==> config.mk <==
export PLATFORM = sky130hd
export DESIGN_NAME = mic_capture_ctrl
export DESIGN_NICKNAME = d
export VERILOG_FILES = /design/src/rtl/mic_pkg.sv /design/src/rtl/sample_tick_gen.sv /design/src/rtl/mic_capture_ctrl.sv
export SDC_FILE = /design/constraint.sdc
export NUM_CORES = 1
export LEC_CHECK = 0
export CAP_MARGIN = 20
export CORE_AREA = 2 2 85 87
export DETAILED_ROUTE_END_ITERATION = 10
export DIE_AREA = 0 0 87 89
export GPL_TIMING_DRIVEN = 0
export HOLD_SLACK_MARGIN = 0.15
export PLACE_DENSITY = 0.85
export SKIP_CTS_REPAIR_TIMING = 1
export SLEW_MARGIN = 30
export SYNTH_ARGS = -nofsm -noshare
export SYNTH_HDL_FRONTEND = slang
export SYNTH_HIERARCHICAL = 1
export SYNTH_SLANG_ARGS = --single-unit
==> constraint.sdc <==
create_clock -name clk_sclk -period 6.7 [get_ports clk_sclk]
set_clock_uncertainty 0.1 [all_clocks]
set_input_delay 1.34 -clock clk_sclk [delete_from_list [all_inputs] [get_ports clk_sclk]]
set_output_delay 1.34 -clock clk_sclk [all_outputs]
set_load 0.005 [all_outputs]
==> src/rtl/mic_pkg.sv <==
// Shared definitions for the PmodMIC capture path: FSM encoding, frame/sample widths
// and the frame-to-sample conversion.
package mic_pkg;

    localparam int SAMPLE_W = 12;
    localparam int FRAME_W  = 16;

    localparam logic [2:0] ST_IDLE      = 3'd0;
    localparam logic [2:0] ST_WAIT_TICK = 3'd1;
    localparam logic [2:0] ST_CONVERT   = 3'd2;
    localparam logic [2:0] ST_STORE     = 3'd3;
    localparam logic [2:0] ST_FINISH    = 3'd4;

    // The frame carries 4 leading zeros; only the 12-bit code is kept.
    function automatic logic [SAMPLE_W-1:0] frame_to_sample(
        input logic [FRAME_W-1:0] frame,
        input bit                 signed_out
    );
        logic [SAMPLE_W-1:0] s;
        s = frame[SAMPLE_W-1:0];
        if (signed_out) s[SAMPLE_W-1] = ~s[SAMPLE_W-1];
        return s;
    endfunction

endpackage

==> src/rtl/sample_tick_gen.sv <==
// Sample-rate pacer: 1-cycle tick every SAMPLE_DIV cycles, first tick SAMPLE_DIV-1 cycles after clr drops.
// No backpressure; clr holds the counter at zero and suppresses the tick.
module sample_tick_gen #(
    parameter int SAMPLE_DIV = 200
) (
    input  logic clk_sclk,
    input  logic rst,
    input  logic clr,
    output logic tick
);

    localparam int            CW   = $clog2(SAMPLE_DIV);
    localparam logic [CW-1:0] LAST = CW'(SAMPLE_DIV - 1);

    logic [CW-1:0] cnt;

    always_ff @(posedge clk_sclk) begin
        if (rst || clr) begin
            cnt <= '0;
        end else if (cnt == LAST) begin
            cnt <= '0;
        end else begin
            cnt <= cnt + CW'(1);
        end
    end

    assign tick = (cnt == LAST) && !clr;

endmodule

==> src/rtl/mic_capture_ctrl.sv <==
// Record sequencer: paces PmodMIC conversions, writes 12-bit samples to the record buffer.
// Latency: mic_done -> wr_en 1 cycle; last write -> rec_done 1 cycle. No backpressure: late mic_done flags overrun.
module mic_capture_ctrl
    import mic_pkg::*;
#(
    parameter int SAMPLE_DIV = 200,
    parameter int AW         = 14,
    parameter int TIMEOUT    = 32,
    parameter bit SIGNED_OUT = 1'b1
) (
    input  logic                clk_sclk,
    input  logic                rst,
    input  logic                rec_req,
    input  logic [AW:0]         rec_len,
    input  logic                abort,
    output logic                busy,
    output logic                rec_done,
    output logic                overrun,
    output logic                timeout_err,
    output logic                mic_en,
    output logic                mic_start,
    input  logic                mic_done,
    input  logic [FRAME_W-1:0]  mic_pdata,
    output logic                wr_en,
    output logic [AW-1:0]       wr_addr,
    output logic [SAMPLE_W-1:0] wr_data
);

    localparam int            TW      = $clog2(TIMEOUT + 1);
    localparam logic [TW-1:0] TO_LAST = TW'(TIMEOUT - 1);
    localparam logic [AW:0]   CNT_ONE = {{AW{1'b0}}, 1'b1};

    logic [2:0]          state, state_nxt;
    logic [AW:0]         len_q;
    logic [AW:0]         cnt_q;
    logic [TW-1:0]       to_cnt;
    logic [SAMPLE_W-1:0] sample_q;
    logic                tick;
    logic                accept;
    logic                last_sample;
    logic                to_expire;

    sample_tick_gen #(
        .SAMPLE_DIV (SAMPLE_DIV)
    ) u_tick (
        .clk_sclk (clk_sclk),
        .rst      (rst),
        .clr      (state == ST_IDLE),
        .tick     (tick)
    );

    assign accept      = (state == ST_IDLE) && rec_req && !abort;
    assign last_sample = ((cnt_q + CNT_ONE) == len_q);
    // to_cnt holds the number of cycles elapsed since mic_start
    assign to_expire   = (to_cnt == TO_LAST);

    always_comb begin
        state_nxt = state;
        case (state)
            ST_IDLE: begin
                if (accept) state_nxt = ST_WAIT_TICK;
            end
            ST_WAIT_TICK: begin
                if (len_q == '0)  state_nxt = ST_FINISH;
                else if (tick)    state_nxt = ST_CONVERT;
            end
            ST_CONVERT: begin
                if (mic_done)       state_nxt = ST_STORE;
                else if (to_expire) state_nxt = ST_IDLE;
            end
            ST_STORE: begin
                state_nxt = last_sample ? ST_FINISH : ST_WAIT_TICK;
            end
            ST_FINISH: begin
                state_nxt = ST_IDLE;
            end
            default: begin
                state_nxt = ST_IDLE;
            end
        endcase
        if (abort && (state != ST_IDLE)) state_nxt = ST_IDLE;
    end

    always_ff @(posedge clk_sclk) begin
        if (rst) begin
            state       <= ST_IDLE;
            len_q       <= '0;
            cnt_q       <= '0;
            to_cnt      <= '0;
            sample_q    <= '0;
            overrun     <= 1'b0;
            timeout_err <= 1'b0;
        end else begin
            state <= state_nxt;
            case (state)
                ST_IDLE: begin
                    if (accept) begin
                        len_q       <= rec_len;
                        cnt_q       <= '0;
                        overrun     <= 1'b0;
                        timeout_err <= 1'b0;
                    end
                end
                ST_WAIT_TICK: begin
                    if (tick) to_cnt <= TW'(1);
                end
                ST_CONVERT: begin
                    to_cnt <= to_cnt + TW'(1);
                    if (tick && !abort) overrun <= 1'b1;
                    if (mic_done) begin
                        sample_q <= frame_to_sample(mic_pdata, SIGNED_OUT);
                    end else if (to_expire && !abort) begin
                        timeout_err <= 1'b1;
                    end
                end
                ST_STORE: begin
                    if (!abort) cnt_q <= cnt_q + CNT_ONE;
                end
                default: begin
                end
            endcase
        end
    end

    assign busy      = (state != ST_IDLE);
    assign mic_en    = busy;
    assign rec_done  = (state == ST_FINISH);
    assign mic_start = (state == ST_WAIT_TICK) && (len_q != '0) && tick && !abort;
    assign wr_en     = (state == ST_STORE) && !abort;
    assign wr_addr   = cnt_q[AW-1:0];
    assign wr_data   = sample_q;

endmodule

==> impl_results.md <==
- Status: finished, final reports clean
- I/O pins: between 60 and 70
- Main combinational cell family by area after synthesis: simple AND/OR/NAND/NOR gates
- Number of synthesized flops with an enable pin: 0
- Gate Count Post-Synth: approximately 400
- Adder-Cell Fraction of Synth Area: under 10%
- WP buf/inv: 5
- CP max stage delay: 540 ps
- Vias in the first global route: 2912
- Final setup fails: 0
- Post-synthesis mux area share: 0.6654%
- Synth Flop Type: dfxtp_1
- Power per Cell Area: roughly 190 nW/um^2
- Crit-path leading delay family: buffers and inverters
- Skew-Pair Late Insertion Delay: between 300 and 400 ps
- Area leader, netlist: dfxtp_1
- RSZ-0062 raised after global routing: false
- Initial Util: 47.58%
- Data arrival time of the worst path: ~3200 ps
- Total gr overflow: 0
- # port buffers: 64
- Crit end category: primary output
- Worst setup path category: in2out
- Cell Area, Synth: between 3000 and 4000 um^2
- First-pass GRT wire length: approximately 13 mm
- CTS H-tree depth: 3
- Max-cap violations: 0
- CTS tree: done
- DR iter-0 viols: 191
- Min Tclk post-route: 4586 ps
- Routability Congestion: around 0.91
- Tightest Hold Check Type: reg2reg
- F_max: approximately 220 MHz
- GRT Util Overall: 21.46%
- DRC Markers: 0
- Crit path top cell by count: clkdlybuf4s50_1
- Largest net degree at the start of global routing: 12
- Clock root buffer master: clkbuf_8
- Nets: around 520
- Clock sink count: just over 60
- Worst-Margin Slew: between 500 and 600 ps
- Clock transition at the registers of the reported paths: 70 ps
- Antenna-violating nets left: 0
- Vias per cell: 5.401
- DP Area: 3938 um^2
- Die height: between 80 and 90 um
- Layout area overhead: 29.12%
- Ranking of synthesized cells by area: dfxtp_1, nand2_1, a21oi_1
- Die area: around 7700 um^2
- Initial antenna violation count: 0
- Leak: 1.547 nW
- Syn nets: between 400 and 500
- WP data required: around 5300 ps
- Proportion of layout cells with a drive suffix above 1: 11.86%
- CP cell instances: clkdlybuf4s50_1 > inv_1 > nand2b_1 > buf_2 > clkinv_1 > clkdlybuf4s50_1
- Compound-Gate Fraction of Synth Area: 16.99%
- Setup TNS: 0 ps
- Core ar.: ~6700 um^2
- Async S/R FF share, synth: 0%
- Slew HR: 62.81%
- Sequential fraction of the synthesis area: 38.20%
- Post-DP HPWL: 6.004 mm
- Critical Path Start Type: input port
- CP max FO: 10
- Synth cell types: 54
- Design area: around 4100 um^2
- Simple-Gate Fraction of Synth Area: 28.49%
- Clock Path Buffers: 2
- Wire per inst: around 14 um
- Final Hold Fails: 0
- #FFs+latches synth: 61
- Worst VDD drop: approximately 100 uV
- Core Rows: 30
- Syn avg cell area: ~7.8 um^2
- Via count: 3073
- Synth top area share: a little under two fifths
- Die X: about 87 um
- Final wirelength: 8.008 mm
- Total CTS buffers: 9
- Ys Warns: 6
- CP max stage cell: clkdlybuf4s50_1
- Max-slew violations: 0
- Xor-xnor portion of the synthesized cell area: ~6.7%
- DRT Pass-1 Iters: 4
- Fin crit share: 68.45%
- Ant diodes: 0
-- worst register-to-register path, cell delays in order, from the launching register on --
cell	delay, ps
dfxtp_1	450
ha_1	180
buf_2	200
nand3_2	160
nor3_1	450
xnor2_1	170
o2111ai_1	160
nor4_2	370
a21oi_1	110
nor3_1	190
-- flip-flops by register name (all words and copies together), names as in the netlist --
| name | flops |
|---|---|
| overrun | 1 |
| to_cnt | 6 |
| cnt_q | 15 |
| u_tick/cnt | 8 |
| state | 3 |
| timeout_err | 1 |
| len_q | 15 |
| wr_data | 12 |
-- per-stage QoR --
step                      utilization (%)  instances  hold WS (ps)  power [mW]  setup slack (ps)
final                               61.43        569         355.0      0.7740              2114
after global routing                61.43        569         380.4      0.8067              2035
after CTS                           61.43        569         358.3      0.7800              2142
after detailed placement            58.60        553         347.7      0.4601              2138
after global placement              58.60        553         341.3      0.4584              2148
after floorplan                         -        409         341.1      0.4248              3459
-- cell families after synthesis --
family / after synthesis
buf+inv: 44
simple gates: 188
fa+ha+maj: 3
xor+xnor: 23
flops: 61
mux: 2
compound gates: 88
-- power by group --
part | switching [mW] | total [mW] | internal (mW) | leakage [nW]
logic | 0.0371 | 0.0767 | 0.0396 | 0.955
registers | 0.00684 | 0.375 | 0.369 | 0.493
clock network | 0.152 | 0.322 | 0.170 | 0.0987
-- layer usage --
| metal | up-vias | share of wire (%) | track usage (%) |
|---|---|---|---|
| li1 | 1548 | - | - |
| met1 | 1425 | 42 | 24.64 |
| met2 | 87 | 50 | 38.10 |
| met3 | 13 | 5.8 | 4.894 |
| met4 | 0 | 2.0 | 9.659 |
| met5 | - | 0 | 0 |
-- layout by cell type, fill, tap and decap left out, types with 4 or more instances in the layout --
| master | instances |
|---|---|
| nand2_1 | 76 |
| clkdlybuf4s50_1 | 64 |
| dfxtp_1 | 61 |
| nor2_1 | 46 |
| a21oi_1 | 40 |
| o21ai_0 | 18 |
| buf_4 | 17 |
| nand3_1 | 16 |
| xnor2_1 | 12 |
| nor3_1 | 10 |
| clkbuf_1 | 10 |
| xor2_1 | 10 |
| clkbuf_8 | 9 |
| buf_2 | 8 |
| and3_1 | 6 |
| a22oi_1 | 6 |
| nor2b_1 | 5 |
| nor4_1 | 4 |
| inv_1 | 4 |
| a211oi_1 | 4 |
| clkinv_2 | 4 |
-- cell type report --
type	count	area [um^2]
tap	80	100.1
inverter	6	22.52
fill	590	2591
timing repair buffer	64	640.6
clock buffer	9	123.9
buffer	38	225.2
multi-input combinational	304	1728
clock inverter	7	66.31
sequential	61	1221
-- final timing paths --
check	start	to	slack [ps]	cells after the start
hold / removal	wr_data[6]	wr_data[6]	360	2
setup reg to reg	cnt_q[0]	state[2]	4070	9
setup / recovery	abort	wr_en	2110	6
hold reg to reg	wr_data[6]	wr_data[6]	360	2
-- Yosys cell counts (all sizes together) (2+ instances only) --
cell type  count
nor3b          2
nor2b          5
and3           6
o21bai         2
buf           27
xor2          10
o2111ai        2
nor4           7
nand2         76
a21oi         43
dfxtp         61
nand3         18
ha             3
nand4          5
or3            4
a311oi         3
inv            5
a211oi         4
xnor2         12
nand2b         3
nor2          46
a32oi          3
clkbuf        11
a22oi          6
o21ai         18
nor3          10
No activity file was read; power rests on OpenSTA's default activity.
